## src/rtl/memory_stage.sv

```systemverilog
// OTTER pipeline memory stage: sized loads/stores over a req/ack bus with wait-state stall and timeout abort.
// Optional alignment checking is enabled by defining MEM_MISALIGN_CHECK_EN.
module memory_stage #(
    parameter int unsigned MAX_WAIT = 15
) (
    input  logic        CLK,
    input  logic        RESET_N,
    input  logic        RegWriteM,
    input  logic        MemWriteM,
    input  logic [1:0]  ResultSrcM,
    input  logic [2:0]  Funct3M,
    input  logic [4:0]  RdM,
    input  logic [31:0] PCPlus4M,
    input  logic [31:0] WriteDataM,
    input  logic [31:0] ALUResultM,
    output logic [31:0] ALUResultM2,
    output logic        StallM,
    output logic        DmemReq,
    output logic        DmemWe,
    output logic [31:0] DmemAddr,
    output logic [31:0] DmemWData,
    output logic [3:0]  DmemBe,
    input  logic        DmemAck,
    input  logic [31:0] DmemRData,
    output logic        RegWriteW,
    output logic [1:0]  ResultSrcW,
    output logic [4:0]  RdW,
    output logic [31:0] ALUResultW,
    output logic [31:0] ReadDataW,
    output logic [31:0] PCPlus4W,
    output logic        BusErrW,
    output logic        MisalignW
);

    typedef enum logic {ST_IDLE, ST_WAIT} state_t;

    localparam logic [7:0] MaxWait = 8'(MAX_WAIT);

    state_t      state_q;
    logic [7:0]  wcnt_q;
    logic        regWrite_q;
    logic [1:0]  resultSrc_q;
    logic [4:0]  rd_q;
    logic [31:0] aluResult_q;
    logic [31:0] readData_q;
    logic [31:0] pcPlus4_q;
    logic        busErr_q;
    logic        misalign_q;

    logic [1:0]  off;
    logic        isLoad;
    logic        isAccess;
    logic        misalign;
    logic        issue;
    logic        atLimit;
    logic        abort;
    logic [7:0]  byteSel;
    logic [15:0] halfSel;
    logic [31:0] readData_d;

    assign off      = ALUResultM[1:0];
    assign isLoad   = (ResultSrcM == 2'b01);
    assign isAccess = MemWriteM | isLoad;

`ifdef MEM_MISALIGN_CHECK_EN
    assign misalign = isAccess &&
                      (((Funct3M[1:0] == 2'b01) && off[0]) ||
                       (Funct3M[1] && (off != 2'b00)));
`else
    assign misalign = 1'b0;
`endif

    assign issue   = isAccess & ~misalign;
    assign atLimit = (wcnt_q == MaxWait);
    assign abort   = (state_q == ST_WAIT) & ~DmemAck & atLimit;

    // Request and stall are gated by reset so an in-flight access is dropped the instant reset asserts.
    assign DmemReq = RESET_N & (((state_q == ST_IDLE) & issue) | (state_q == ST_WAIT));
    assign StallM  = RESET_N & ~DmemAck &
                     (((state_q == ST_IDLE) & issue) | ((state_q == ST_WAIT) & ~atLimit));

    assign ALUResultM2 = ALUResultM;
    assign DmemAddr    = {ALUResultM[31:2], 2'b00};
    assign DmemWe      = MemWriteM;

    always_comb begin
        DmemBe    = 4'b1111;
        DmemWData = WriteDataM;
        case (Funct3M[1:0])
            2'b00: begin
                DmemWData = {4{WriteDataM[7:0]}};
                if (MemWriteM) DmemBe = 4'b0001 << off;
            end
            2'b01: begin
                DmemWData = {2{WriteDataM[15:0]}};
                if (MemWriteM) DmemBe = 4'b0011 << {off[1], 1'b0};
            end
            default: ;
        endcase
    end

    always_comb begin
        case (off)
            2'b00:   byteSel = DmemRData[7:0];
            2'b01:   byteSel = DmemRData[15:8];
            2'b10:   byteSel = DmemRData[23:16];
            default: byteSel = DmemRData[31:24];
        endcase
        halfSel = off[1] ? DmemRData[31:16] : DmemRData[15:0];
        case (Funct3M)
            3'b000:  readData_d = {{24{byteSel[7]}}, byteSel};
            3'b100:  readData_d = {24'd0, byteSel};
            3'b001:  readData_d = {{16{halfSel[15]}}, halfSel};
            3'b101:  readData_d = {16'd0, halfSel};
            default: readData_d = DmemRData;
        endcase
        if (!isLoad) readData_d = 32'd0;
    end

    // Wait-state FSM and MEM/WB register; stall cycles push a bubble, abort and misalign push a marked dead entry.
    always_ff @(posedge CLK or negedge RESET_N) begin
        if (!RESET_N) begin
            state_q     <= ST_IDLE;
            wcnt_q      <= 8'd0;
            regWrite_q  <= 1'b0;
            resultSrc_q <= 2'b00;
            rd_q        <= 5'd0;
            aluResult_q <= 32'd0;
            readData_q  <= 32'd0;
            pcPlus4_q   <= 32'd0;
            busErr_q    <= 1'b0;
            misalign_q  <= 1'b0;
        end else begin
            case (state_q)
                ST_IDLE: begin
                    if (issue && !DmemAck) begin
                        state_q <= ST_WAIT;
                        wcnt_q  <= 8'd1;
                    end
                end
                ST_WAIT: begin
                    if (DmemAck || atLimit) begin
                        state_q <= ST_IDLE;
                        wcnt_q  <= 8'd0;
                    end else begin
                        wcnt_q <= wcnt_q + 8'd1;
                    end
                end
                default: state_q <= ST_IDLE;
            endcase

            if (StallM) begin
                regWrite_q <= 1'b0;
                busErr_q   <= 1'b0;
                misalign_q <= 1'b0;
            end else begin
                resultSrc_q <= ResultSrcM;
                rd_q        <= RdM;
                aluResult_q <= ALUResultM;
                pcPlus4_q   <= PCPlus4M;
                if (abort || misalign) begin
                    regWrite_q <= 1'b0;
                    readData_q <= 32'd0;
                end else begin
                    regWrite_q <= RegWriteM;
                    readData_q <= readData_d;
                end
                busErr_q   <= abort;
                misalign_q <= misalign;
            end
        end
    end

    assign RegWriteW  = regWrite_q;
    assign ResultSrcW = resultSrc_q;
    assign RdW        = rd_q;
    assign ALUResultW = aluResult_q;
    assign ReadDataW  = readData_q;
    assign PCPlus4W   = pcPlus4_q;
    assign BusErrW    = busErr_q;
    assign MisalignW  = misalign_q;

endmodule

```

## config.mk

```make
export PLATFORM = sky130hd
export DESIGN_NAME = memory_stage
export DESIGN_NICKNAME = d
export VERILOG_FILES = /design/src/rtl/memory_stage.sv
export SDC_FILE = /design/constraint.sdc
export NUM_CORES = 1
export LEC_CHECK = 0
export ABC_AREA = 1
export CORE_AREA = 2 2 137 139
export CTS_CLUSTER_DIAMETER = 40
export CTS_CLUSTER_SIZE = 16
export DETAILED_ROUTE_END_ITERATION = 6
export DIE_AREA = 0 0 139 141
export HOLD_SLACK_MARGIN = 0.06
export PLACE_DENSITY = 0.8
export SLEW_MARGIN = 20
export SYNTH_ARGS = -nofsm -noshare
export SYNTH_HDL_FRONTEND = slang
export SYNTH_SLANG_ARGS = --single-unit
```

## constraint.sdc

```tcl
create_clock -name CLK -period 2 [get_ports CLK]
set_clock_uncertainty 0.05 [all_clocks]
set_input_delay 0.4 -clock CLK [delete_from_list [all_inputs] [get_ports CLK]]
set_output_delay 0.4 -clock CLK [all_outputs]
set_load 0.01 [all_outputs]
```

==> impl_metrics.toml <==
[route]
wire_per_inst_um = 15.2
drtAntennaViolNets = 0
drt-vias-per-instance = 4.64
drt_drc_violations_left = 0
route.vias.total = 6550
wl_mm = 21.5
drtPass1Iterations = 5
dr.first_iter.drc_count = 255

[layout]
finalNonFillerCells = 1412
mostFrequentLayoutCells = "nand2_1, clkdlybuf4s50_1, dfrtp_1"
final_layout_size_suffix_gt1_share_pct = 11.2
final_net_count = 1308
mostFrequentLayoutCell = "nand2_1"
postLayoutCellArea_um2 = 10300
synthesis_to_finish_area_growth_pct = 67.3

[sta]
timing.final.setup_violations = 0
max-slew-margin-rel_pct = 57.8
timing_hold_violations_final = 0
hold-worst-slack_ns = 0.0338
final_period_minus_worst_setup_slack_ns = 1.97
drv_slew = 0
timing.final.ws_setup_ns = 0.0282
timing.final.crit_share_pct = 98.6
clock.fmax_ghz = 0.507
rsz0062_at_grt = "true"
worst_slew_pin_slew_ns = 0.633

[power_and_ir_drop]
netSwitchingPower_uw = 1990
power_density_nw_per_um2 = 716
leakage_uw = 0.00518
power.share.clock_pct = 41.6
seq_power_share_pct = 34.9
switching_share_pct = 26.9
comb_power_share_pct = 23.4
intPower_uw = 5420
power.total_uw = 7410
vdd_drop_max_mv = 0.459

[global_route]
antenna_violations_before_repair = 1
wire_length_of_the_first_global_routing_pass_mm = 33.4
grt_pass1_vias = 6455
grt_max_degree = 115
globalRouteTotalUtil_pct = 21.7
grt-ovfl-total = 0

[yosys]
syn_inst = 844
post-synth-top-area-cell = "dfrtp_1"
post_synth_num_cell_types = 28
synth_sequential_area_ratio_pct = 46.1
ys_top_cells_by_area = "dfrtp_1, nand2_1, buf_4"
yosys.area.top_type_share_pct = 46.1
avg_inst_size_synth_um2 = 7.33
ys_warn_count = 0
ys_ff_latch = 114
syn-cell-area_um2 = 6180

[placed_design]
gpl.final_weighted_congestion = 0.915
cell_area_reported_after_detailed_placement_um2 = 9590
preCtsSetupSlack_ns = -0.568
numPlacedInstances = 1360
placement.io_buffers = 348
hpwl_mm = 16.4

[run]
max_cap_violations = 0

[floorplan]
die_x_um = 139
ios = 352
initial_core_util_pct = 33.9
dieArea_um2 = 19600
die_h_um = 141
row_count = 50
floorplan_core_area_um2 = 18300

[worst_setup_path]
timing.reg2reg.worst_path_depth = 11
cp_required_ns = 1.55
path_class = "flop to output pin"
cp-end-kind = "output pin"
critPathLaunchType = "flop"
worst_ep_arrival_time_ns = 1.52
critPathMaxFanout = 3
reg2reg_from = "wcnt_q[0]$_DFFE_PN0P_"
regToRegSetupSlack_ns = 0.15
r2r-end = "ReadDataW[24]$_DFFE_PN0N_"

[cts]
cts_hold_buf = 0
clkLatencyLatePin_ns = 0.41
number_of_buffers_on_the_longest_clock_path = 2
cts.sinks = 114
root_buffer = "clkbuf_16"
clk_pin_slew_worst_paths_ns = 0.06
tritoncts = "built"
htreeDepth = 4
cts-buffers-inserted = 17

[min_path]
hold_path.class = "input port to asynchronous set/reset pin"

[run_status]
run_status = "complete, no violations"
-- state kept, by name, summed over array words and instances (netlist names) --
signal      cells
ALUResultW     32
PCPlus4W       32
BusErrW         1
ReadDataW      32
RegWriteW       1
RdW             5
wcnt_q          8
ResultSrcW      2
state_q         1
-- power groups by stage --
stage / logic, uW / registers [uW] / clock network [uW]
final: 1730 / 2590 / 3090
after detailed placement: 1740 / 2620 / 0
after global routing: 1870 / 2610 / 3270
after CTS: 1740 / 2590 / 3170
after floorplan: 624 / 2700 / 0
after global placement: 1720 / 2620 / 0
-- cell families (layout without fill, tap and decap cells) --
group | Yosys count | in the layout | synth area share (%)
AOI/OAI and AO/OA | 63 | 63 | 5.50
xor gates and xnor gates | 3 | 3 | 0.425
adders and majority gates | 1 | 1 | 0.202
buffers and inverters | 163 | 494 | 15.6
DFF | 114 | 114 | 46.1
other | 1 | 4 | 0.0606
and+or+nand+nor | 499 | 499 | 32.1
-- Yosys cell counts, drive strengths merged --
| cell | number |
|---|---|
| a21boi | 1 |
| a21oi | 32 |
| a22oi | 1 |
| and3 | 1 |
| buf | 95 |
| clkbuf | 18 |
| clkinv | 1 |
| conb | 1 |
| dfrtp | 114 |
| ha | 1 |
| inv | 49 |
| nand2 | 415 |
| nand3 | 42 |
| nand3b | 3 |
| nand4 | 1 |
| nor2 | 33 |
| nor3 | 3 |
| o211ai | 8 |
| o21ai | 21 |
| or2 | 1 |
| xor2 | 3 |
-- area by class of cell --
type	count	area, um^2
Fill cell	1683	7920
Timing Repair Buffer	412	3970
Sequential cell	114	2850
Multi-Input combinational cell	569	2420
Clock buffer	20	447
Tap cell	234	293
Inverter	50	198
Clock inverter	12	156
Antenna cell	1	2.50
-- what timing repair did --
item / in CTS / in global routing
gates resized for setup: 91 / 13
buffers inserted: 16 / 3
pin swaps: 8 / 2
endpoints found under the setup margin: 34 / 54
-- how the worst max path moves through the flow --
| stage | startpoint | end | slack [ns] |
|---|---|---|---|
| 2_1_floorplan | Funct3M[0] | DmemWData[29] | 0.21 |
| 3_3_place_gp | Funct3M[0] | DmemWData[26] | -0.57 |
| 3_5_place_dp | Funct3M[0] | DmemWData[26] | -0.57 |
| 4_1_cts | wcnt_q[1]$_DFFE_PN0P_ | StallM | -0.04 |
| 5_1_grt | wcnt_q[0]$_DFFE_PN0P_ | StallM | -0.06 |
| 6_report | wcnt_q[0]$_DFFE_PN0P_ | StallM | 0.03 |
-- critical path: stages (launching register included) --
cell and delay [ns]:
dfrtp_1 0.39, ha_4 0.16, nand2_4 0.05, nor2_4 0.13, nand4_4 0.11, nand3_4 0.10
clkinv_4 0.05, buf_6 0.11
-- layer usage --
metal / global-route usage (%) / routed length, um / vias up
met4: 10.2 / 706 / 0
met1: 23.5 / 7950 / 3046
met2: 38.8 / 11100 / 298
li1: - / - / 3169
met3: 6.52 / 1780 / 37
met5: 0 / 0 / -
-- per-stage QoR --
stage / util, % / setup TNS [ns]
6_report: 56.7 / 0
4_1_cts: 56.4 / -0.0351
5_1_grt: 56.7 / -0.0619
3_3_place_gp: 52.5 / -29.99
3_5_place_dp: 52.5 / -32.22
2_1_floorplan: - / 0
(Power assumes the default switching activity.)
